`config.mk`:
```
export PLATFORM = sky130hd
export DESIGN_NAME = fc_weight_server_flat
export DESIGN_NICKNAME = d
export VERILOG_FILES = /design/src/rtl/fc_weight_server_if.sv /design/src/rtl/fc_weight_server.sv /design/src/flat_wrapper.sv
export SDC_FILE = /design/constraint.sdc
export NUM_CORES = 1
export LEC_CHECK = 0
export ABC_CLOCK_PERIOD_IN_PS = 5900
export CORE_MARGIN = 1.5
export CORE_UTILIZATION = 50
export DETAILED_ROUTE_END_ITERATION = 8
export PLACE_DENSITY = 0.89
export SYNTH_ARGS = -nofsm -noshare
export SYNTH_HDL_FRONTEND = slang
export SYNTH_SLANG_ARGS = --single-unit
```
`constraint.sdc`:
```
create_clock -name clk -period 5.9 [get_ports clk]
set_clock_uncertainty 0.1 [all_clocks]
set_input_delay 1.18 -clock clk [delete_from_list [all_inputs] [get_ports clk]]
set_output_delay 1.18 -clock clk [all_outputs]
set_load 0.05 [all_outputs]
```
`src/rtl/fc_weight_server_if.sv`:
```
// fc_weight_server_if
//   Request/response bus between an FC layer controller (master) and the
//   weight server (slave).
//   req_valid/req_ready/req_addr       : set-address request handshake
//   weight_set/weight_valid/weight_ready : packed weight-set response handshake
interface fc_weight_server_if #(
  parameter int ADDR_WIDTH = 12,
  parameter int READ_SIZE  = 256
);
  logic                  req_valid;
  logic                  req_ready;
  logic [ADDR_WIDTH-1:0] req_addr;
  logic [READ_SIZE-1:0]  weight_set;
  logic                  weight_valid;
  logic                  weight_ready;

  modport master (
    output req_valid, req_addr, weight_ready,
    input  req_ready, weight_set, weight_valid
  );

  modport slave (
    input  req_valid, req_addr, weight_ready,
    output req_ready, weight_set, weight_valid
  );
endinterface

```
`src/rtl/fc_weight_server.sv`:
```
// fc_weight_server
//   Accepts one weight-set address, reads READ_SET consecutive words from a
//   single-port weight SRAM and packs them into one wide word presented with
//   a valid/ready handshake.
//
//   Ports:
//     clk, rst_n  : clock (rising edge), asynchronous active-low reset
//     bus         : fc_weight_server_if.slave (request + packed response)
//     mem_rd_en   : registered SRAM read strobe
//     mem_addr    : registered SRAM word address (set*READ_SET + lane)
//     mem_rdata   : SRAM data, valid the cycle after the SRAM samples mem_rd_en
//     busy        : high whenever the block is not IDLE
//
//   Optional feature: define FC_WSRV_ZERO_OOR_EN to answer requests with
//   req_addr >= NUM_SETS with an all-zero set and no SRAM reads.
//
//   state | meaning
//   IDLE  | ready for a request
//   FETCH | issuing SRAM reads, one per cycle
//   DRAIN | reads done, waiting for the last words to return
//   HOLD  | weight_set complete, waiting for consumer handshake
module fc_weight_server #(
  parameter int DATA_WIDTH     = 16,
  parameter int READ_SET       = 16,
  parameter int READ_SIZE      = DATA_WIDTH * READ_SET,
  parameter int ADDR_WIDTH     = 12,
  parameter int MEM_ADDR_WIDTH = 16,
  parameter int NUM_SETS       = 3000
) (
  input  logic                      clk,
  input  logic                      rst_n,
  fc_weight_server_if.slave         bus,
  output logic                      mem_rd_en,
  output logic [MEM_ADDR_WIDTH-1:0] mem_addr,
  input  logic [DATA_WIDTH-1:0]     mem_rdata,
  output logic                      busy
);

  localparam int LANE_W = $clog2(READ_SET);
  localparam int CNT_W  = LANE_W + 1;

`ifdef FC_WSRV_ZERO_OOR_EN
  localparam bit OOR_EN = 1'b1;
`else
  localparam bit OOR_EN = 1'b0;
`endif

  typedef enum logic [1:0] {
    S_IDLE  = 2'd0,
    S_FETCH = 2'd1,
    S_DRAIN = 2'd2,
    S_HOLD  = 2'd3
  } state_t;

  state_t                    state_q;
  logic                      req_ready_q;
  logic                      busy_q;
  logic                      rd_en_q;
  logic [MEM_ADDR_WIDTH-1:0] addr_q;
  logic [MEM_ADDR_WIDTH-1:0] base_q;
  logic [CNT_W-1:0]          rd_cnt_q;
  logic [CNT_W-1:0]          wr_cnt_q;
  logic                      cap_q;
  logic [READ_SIZE-1:0]      set_q;
  logic                      wvalid_q;

  logic [MEM_ADDR_WIDTH-1:0] base_d;
  logic [31:0]               addr_ext_d;
  logic                      oor_d;

  assign base_d     = MEM_ADDR_WIDTH'(bus.req_addr) << LANE_W;
  assign addr_ext_d = 32'(bus.req_addr);
  // Without the range-check feature OOR_EN is constant 0, so every address
  // is fetched normally.
  assign oor_d      = OOR_EN && (addr_ext_d >= 32'(NUM_SETS));

  always_ff @(posedge clk or negedge rst_n) begin
    if (!rst_n) begin
      state_q     <= S_IDLE;
      req_ready_q <= 1'b1;
      busy_q      <= 1'b0;
      rd_en_q     <= 1'b0;
      addr_q      <= '0;
      base_q      <= '0;
      rd_cnt_q    <= '0;
      wr_cnt_q    <= '0;
      cap_q       <= 1'b0;
      set_q       <= '0;
      wvalid_q    <= 1'b0;
    end else begin
      // Data for a strobe issued in cycle n arrives for the edge ending
      // cycle n+1, so the capture enable is the strobe delayed by one.
      cap_q <= rd_en_q;
      if (cap_q) begin
        for (int i = 0; i < READ_SET; i++) begin
          if (wr_cnt_q == CNT_W'(i)) set_q[i*DATA_WIDTH +: DATA_WIDTH] <= mem_rdata;
        end
        wr_cnt_q <= wr_cnt_q + CNT_W'(1);
      end

      case (state_q)
        S_IDLE: begin
          if (bus.req_valid) begin
            req_ready_q <= 1'b0;
            busy_q      <= 1'b1;
            base_q      <= base_d;
            wr_cnt_q    <= '0;
            if (oor_d) begin
              set_q   <= '0;
              state_q <= S_HOLD;
            end else begin
              // Lane 0 read is issued straight from the accept edge.
              rd_en_q  <= 1'b1;
              addr_q   <= base_d;
              rd_cnt_q <= CNT_W'(1);
              state_q  <= S_FETCH;
            end
          end
        end

        S_FETCH: begin
          if (rd_cnt_q == CNT_W'(READ_SET)) begin
            rd_en_q <= 1'b0;
            state_q <= S_DRAIN;
          end else begin
            addr_q   <= base_q + MEM_ADDR_WIDTH'(rd_cnt_q);
            rd_cnt_q <= rd_cnt_q + CNT_W'(1);
          end
        end

        S_DRAIN: begin
          if (cap_q && (wr_cnt_q == CNT_W'(READ_SET - 1))) begin
            wvalid_q <= 1'b1;
            state_q  <= S_HOLD;
          end
        end

        S_HOLD: begin
          // Entry without valid only happens on the out-of-range path,
          // which presents its zero set one cycle after accept.
          if (!wvalid_q) begin
            wvalid_q <= 1'b1;
          end else if (bus.weight_ready) begin
            wvalid_q    <= 1'b0;
            req_ready_q <= 1'b1;
            busy_q      <= 1'b0;
            state_q     <= S_IDLE;
          end
        end

        default: state_q <= S_IDLE;
      endcase
    end
  end

  assign bus.req_ready    = req_ready_q;
  assign bus.weight_set   = set_q;
  assign bus.weight_valid = wvalid_q;
  assign mem_rd_en        = rd_en_q;
  assign mem_addr         = addr_q;
  assign busy             = busy_q;

endmodule
```
`src/flat_wrapper.sv`:
```
// flat-port wrapper written by rule: the top's interface ports become plain ports
module fc_weight_server_flat 
#(
  parameter int DATA_WIDTH     = 16,
  parameter int READ_SET       = 16,
  parameter int READ_SIZE      = DATA_WIDTH * READ_SET,
  parameter int ADDR_WIDTH     = 12,
  parameter int MEM_ADDR_WIDTH = 16,
  parameter int NUM_SETS       = 3000
)
  (clk, rst_n, mem_rd_en, mem_addr, mem_rdata, busy, bus_req_valid, bus_req_addr, bus_weight_ready, bus_req_ready, bus_weight_set, bus_weight_valid);
  fc_weight_server_if #(.ADDR_WIDTH(ADDR_WIDTH), .READ_SIZE(READ_SIZE)) bus_i ();
  input  logic clk;
  input  logic rst_n;
  output logic mem_rd_en;
  output logic [MEM_ADDR_WIDTH-1:0] mem_addr;
  input  logic [DATA_WIDTH-1:0] mem_rdata;
  output logic busy;
  input wire logic [$bits(bus_i.req_valid)-1:0] bus_req_valid;
  input wire logic [$bits(bus_i.req_addr)-1:0] bus_req_addr;
  input wire logic [$bits(bus_i.weight_ready)-1:0] bus_weight_ready;
  output wire logic [$bits(bus_i.req_ready)-1:0] bus_req_ready;
  output wire logic [$bits(bus_i.weight_set)-1:0] bus_weight_set;
  output wire logic [$bits(bus_i.weight_valid)-1:0] bus_weight_valid;
  assign bus_i.req_valid = bus_req_valid;
  assign bus_i.req_addr = bus_req_addr;
  assign bus_i.weight_ready = bus_weight_ready;
  assign bus_req_ready = bus_i.req_ready;
  assign bus_weight_set = bus_i.weight_set;
  assign bus_weight_valid = bus_i.weight_valid;
  fc_weight_server #(.DATA_WIDTH(DATA_WIDTH), .READ_SET(READ_SET), .READ_SIZE(READ_SIZE), .ADDR_WIDTH(ADDR_WIDTH), .MEM_ADDR_WIDTH(MEM_ADDR_WIDTH), .NUM_SETS(NUM_SETS)) u_core (.clk(clk), .rst_n(rst_n), .bus(bus_i), .mem_rd_en(mem_rd_en), .mem_addr(mem_addr), .mem_rdata(mem_rdata), .busy(busy));
endmodule
```
==> results.yml, run 1 <==
sta:
  period_share_pct: 53.5
  whs_ns: 0.378
  worst_pin_slew_ns: 0.929
  fin_ws_ns: 2.74
  finalHoldViolCount: 0
  drv_slew: 0
  max_slew_margin_pct: 38.0
  setup_viol: 0
  post-route-min-period_ns: 3.16
  setup_tns_ns: 0
  max_freq_ghz: 0.317
  rsz0062_at_grt: "false"
setup_path:
  rr_endpoint: "u_core.state_q[1]$_DFFE_PN0P_"
  critPathKind: "register to output port"
  cp.arrival_ns: 1.88
  cp_slowest_cell: "clkdlybuf4s50_1"
  critPathLaunchType: "register"
  path_delay_family: "buffers and inverters"
  cp_cell_sequence: "clkdlybuf4s50_1"
  cpPeakStageDelay_ns: 0.79
  r2r_start: "u_core.wr_cnt_q[0]$_DFF_PN0_"
  worstPathRequired_ns: 4.62
  reg2regPathDepth: 7
  r2r_slack_ns: 3.01
  endpoint_kind: "output port"
  path_max_fanout: 3
  worst-path-buf-inv: 1
finish:
  diodes: 0
  area_delta_synth_final_pct: 36.3
  drive_above_1_share_pct: 30.7
  final_common_cell: "clkdlybuf4s50_1"
  mostFrequentLayoutCells: "clkdlybuf4s50_1, dfrtp_1, mux2_2"
  final_util_pct: 69.9
  nNetsFinal: 1159
  fillers: 1550
drt:
  drc: 0
  vias_per_cell: 5.45
  firstDrtPassIters: 5
  drt_wl_total_um: 32100
  drt_iter0_drc: 440
  wl_per_cell_um: 22.0
  vias: 7929
  antenna_left: 0
clock_tree:
  cts_max_path_buffers: 3
  cts_root_buffer: "clkbuf_16"
  cts_resized: 0
  cts.htree.levels: 1
  cts_tree: "done"
  cts_num_sinks: 301
  cts_setup_buffers: 0
  hold_buffers: 0
  path_clk_slew_ns: 0.07
  clkLatencyLatePin_ns: 0.55
  numCtsBuffers: 30
yosys:
  synth_ff_type: "dfrtp_1"
  synth_top_area_share_pct: 62.2
  yosys-top-cells-area: "dfrtp_1, mux2_2, nand2_1"
  synth.cell_area_um2: 12100
  synth_top_area_cell: "dfrtp_1"
  synth_cell_types: 41
  synth_edf_count: 0
  syn_inst: 815
  seq_area_frac_synth_pct: 62.4
  postSynthNetCount: 861
  syn_avg_cell_area_um2: 14.8
  ys_ff_latch: 301
  synth_async_sr_flop_share_pct: 100
  yosysWarnings: 0
place:
  io_buffer_count: 307
  gp_congestion: 0.863
  dp_slack_ns: 2.78
  hpwl_um: 21300
hold_path:
  hold_path.startpoint: "u_core.mem_rd_en$_DFFE_PN0P_"
  holdPathEnd: "u_core.cap_q$_DFF_PN0_"
  hold_path.class: "register to register"
  min_path_cells: 0
outcome:
  status: "completed"
floorplan:
  start_util_pct: 51.2
  fp-row-count: 56
  die_x_um: 158
  die_y_um: 158
  core_um2: 23500
  io_pins: 308
  dieArea_um2: 25100
pwr:
  power-per-cell-area_nw_per_um2: 304
  p_leak_uw: 0.00686
  ir_worst_vdd_uv: 250
global_route:
  grt_max_degree: 171
  global_route.overflow_total: 0
  antenna_found_initial: 0
  grt_use_total_pct: 25.3
  grt_pass1_wl_um: 48300
  grt_pass1_vias: 8286
run:
  drv_cap: 0
[cells by family (layout without fill, tap and decap cells)]
kind of cell,after synthesis,count (layout),synth area share (%)
AO/OA/AOI/OAI,40,40,1.96
XOR/XNOR,9,9,0.653
adder cells (fa/ha/maj),14,14,1.45
buffers and inverters,57,379,2.36
flip-flops,301,301,62.4
multiplexers,273,273,25.4
AND/OR/NAND/NOR,121,121,5.73
[how the worst max path moves through the flow]
stage                                                 from                            end  depth (start not counted)
after floorplan                              bus_req_valid  u_core.state_q[1]$_DFFE_PN0P_                          6
after global placement                       bus_req_valid  u_core.state_q[1]$_DFFE_PN0P_                          5
after detailed placement                     bus_req_valid  u_core.state_q[1]$_DFFE_PN0P_                          5
after CTS                 u_core.bus.req_ready$_DFFE_PN1P_                  bus_req_ready                          1
after global routing      u_core.bus.req_ready$_DFFE_PN1P_                  bus_req_ready                          1
final                     u_core.bus.req_ready$_DFFE_PN1P_                  bus_req_ready                          1
[stage by stage]
stage,cells,cell area [um2],power (uW)
final,1456,16400,5000
after global routing,1456,16400,5160
after detailed placement,1400,15300,2950
after global placement,1400,15300,2930
after floorplan,815,12100,2640
after CTS,1456,16400,5040
[cell usage after synthesis, types with 3 or more instances]
cell and n:
buf_4 10, xor2_1 4, a31oi_1 5, nand3_1 10, nand2_1 48, nand2b_1 4, clkbuf_1 22, nand4_1 7
nor2_4 11, or3_1 3, nand3_2 4, mux2i_1 8, xnor2_1 5, nor2_1 16, buf_6 3, a21oi_1 7
dfrtp_1 300, inv_1 13, buf_2 9, ha_1 14, nand2_4 3, mux2_2 265, o21ai_0 19
[power breakdown]
part | leakage, uW | internal (uW) | switching (uW)
Clock | 0.000547 | 1260 | 829
Sequential | 0.00352 | 2150 | 50.8
Combinational | 0.00279 | 232 | 477
[area by class of cell]
cell class | instances | area, um2 | share of cell area, %
clock buffer | 39 | 865 | 5.26
clock inverter | 17 | 243 | 1.48
inverter | 13 | 48.8 | 0.297
multi-input combinational | 457 | 4250 | 25.8
sequential | 301 | 7530 | 45.8
tap | 319 | 399 | 2.43
timing repair buffer | 310 | 3110 | 18.9
[worst register-to-register path, stage by stage (launching register included)]
cell and delay, ns:
dfrtp_1 0.42, ha_1 0.27, and3_1 0.18, ha_1 0.14, nand2_1 0.53, a221o_1 0.60, a21oi_2 0.17, mux2_2 0.35
[per-layer routing]
metal  share of wire (%)  vias up  GRT usage [%]
li1                    -     3459              -
met1                  40     4096           31.0
met2                  50      313           43.9
met3                 7.9       61           6.51
met4                 2.6        0           7.61
met5                   0        -              0
[registers in the layout, indices dropped and copies added, names as in the netlist, 2 cells and up]
name and flops:
u_core.wr_cnt_q 5, u_core.base_q 12, u_core.state_q 2, u_core.rd_cnt_q 5, u_core.mem_addr 16, u_core.bus.weight_set 256
Note: power is estimated with default switching activity, not from simulation.
==> run 2, diff against run 1 <==
--- a/config.mk
+++ b/config.mk
@@ -5,11 +5,11 @@
 export SDC_FILE = /design/constraint.sdc
 export NUM_CORES = 1
 export LEC_CHECK = 0
-export ABC_CLOCK_PERIOD_IN_PS = 5900
+export ABC_CLOCK_PERIOD_IN_PS = 3200
 export CORE_MARGIN = 1.5
-export CORE_UTILIZATION = 50
+export CORE_UTILIZATION = 49
 export DETAILED_ROUTE_END_ITERATION = 8
-export PLACE_DENSITY = 0.89
+export PLACE_DENSITY = 0.88
 export SYNTH_ARGS = -nofsm -noshare
 export SYNTH_HDL_FRONTEND = slang
 export SYNTH_SLANG_ARGS = --single-unit
==> constraint.sdc (replaced) <==
create_clock -name clk -period 3.2 [get_ports clk]
set_clock_uncertainty 0.1 [all_clocks]
set_input_delay 0.64 -clock clk [delete_from_list [all_inputs] [get_ports clk]]
set_output_delay 0.64 -clock clk [all_outputs]
set_load 0.05 [all_outputs]
==> results.yml, run 2 (same netlist as run 1, synthesis figures left out) <==
global_route:
  grt_use_total_pct: 25.0
  global_route.overflow_total: 0
  grt_pass1_wl_um: 49700
  antenna_found_initial: 0
  grt_pass1_vias: 8385
  grt_max_degree: 69
sta:
  setup_tns_ns: 0
  rsz0062_at_grt: "false"
  max_freq_ghz: 0.376
  whs_ns: 0.390
  setup_viol: 0
  max_slew_margin_pct: 47.9
  worst_pin_slew_ns: 0.779
  post-route-min-period_ns: 2.66
  drv_slew: 0
  period_share_pct: 83.2
  finalHoldViolCount: 0
finish:
  area_delta_synth_final_pct: 35.7
  diodes: 0
  nNetsFinal: 1166
  fin_cells: 1466
  mostFrequentLayoutCells: "clkdlybuf4s50_1, dfrtp_1, mux2_2"
  drive_above_1_share_pct: 30.2
  largest_register_ff_count: 256
  final_common_cell: "clkdlybuf4s50_1"
pwr:
  internal-power_uw: 6380
  switchingPower_uw: 2420
  ir_worst_vdd_uv: 449
  netSwitchingFraction_pct: 27.5
  power.share.clock_pct: 38.9
  p_total_uw: 8800
  power_frac_seq_pct: 46.2
  power-per-cell-area_nw_per_um2: 537
  p_comb_share_pct: 14.9
  p_leak_uw: 0.00683
clock_tree:
  cts_num_sinks: 301
  cts_tree: "done"
  cts_setup_buffers: 0
  cts_resized: 0
  clkLatencyLatePin_ns: 0.56
  cts_root_buffer: "clkbuf_16"
  hold_buffers: 1
  cts.htree.levels: 1
  cts_max_path_buffers: 3
  numCtsBuffers: 31
  path_clk_slew_ns: 0.06
floorplan:
  io_pins: 308
  start_util_pct: 49.8
  fp-row-count: 57
  die_x_um: 160
  dieArea_um2: 25600
  core_um2: 24200
  die_y_um: 160
drt:
  wl_met1_um: 12900
  firstDrtPassIters: 5
  wl_met2_um: 15700
  top_layer_used: "met4"
  vias_per_cell: 5.34
  drt_iter0_drc: 404
  drc: 0
  antenna_left: 0
  vias: 7835
  drt_wl_total_um: 31600
  wl_per_cell_um: 21.5
  wl_met3_um: 1970
setup_path:
  cp_slowest_cell: "clkdlybuf4s50_1"
  cp.arrival_ns: 1.92
  path_delay_family: "buffers and inverters"
  cp_cell_sequence: "clkdlybuf4s50_1"
  critPathKind: "register to output port"
  cp_num_cells: 1
  reg2regPathDepth: 3
  endpoint_kind: "output port"
  cpPeakStageDelay_ns: 0.80
  critPathLaunchType: "register"
  worstPathRequired_ns: 2.46
  worst-path-buf-inv: 1
  path_max_fanout: 3
run:
  drv_cap: 0
place:
  io_buffer_count: 307
  gp_congestion: 0.843
  hpwl_um: 21500
  placed_cells: 1410
outcome:
  status: "completed"
hold_path:
  hold_path.class: "register to register"
  min_path_cells: 2
run 2: metrics by stage:
step	instance area, um2	setup WS (ns)	util, %
finish	16400	0.539	67.5
global route	16400	0.500	67.5
CTS	16400	0.514	67.5
detailed placement	15400	0.660	63.5
global placement	15400	0.725	63.5
floorplan	12100	0.997	-
run 2: metal layers:
metal / up-vias / GRT usage (%)
met3: 65 / 5.43
met1: 4026 / 31.7
met5: - / 0
met4: 0 / 8.67
met2: 284 / 42.7
li1: 3460 / -
run 2: power groups by stage:
stage               clock network [uW]  logic (uW)  registers, uW
global placement                     0        1300           4120
floorplan                            0         169           4710
CTS                               3490        1320           4060
detailed placement                   0        1310           4130
global route                      3640        1360           4080
finish                            3430        1310           4060
run 2: worst min-delay path: cells and delay by family, from the launching register on:
kind / cells / cell delay, ns
AND/OR/NAND/NOR: 2 / 0.11
flip-flops: 1 / 0.35
run 2: final cells by class:
type                            instances  area [um2]
Clock buffer                           45         878
Clock inverter                         10        90.1
Fill cell                            1690        7870
Inverter                               13        48.8
Multi-Input combinational cell        457        4250
Sequential cell                       301        7530
Tap cell                              324         405
Timing Repair Buffer                  316        3170
run 2: path summary, 6_finish.rpt:
check | slack [ns] | startpoint | to
min reg2reg | 0.39 | u_core.base_q[4]$_DFFE_PN0P_ | u_core.base_q[4]$_DFFE_PN0P_
min | 0.39 | u_core.base_q[4]$_DFFE_PN0P_ | u_core.base_q[4]$_DFFE_PN0P_
max | 0.54 | u_core.bus.req_ready$_DFFE_PN1P_ | bus_req_ready
max in group asynchronous | 1.55 | rst_n | u_core.bus.weight_set[178]$_DFFE_PN0P_
max reg2reg | 0.86 | u_core.cap_q$_DFF_PN0_ | u_core.bus.weight_set[12]$_DFFE_PN0P_
min in group asynchronous | 0.54 | rst_n | u_core.bus.weight_set[201]$_DFFE_PN0P_
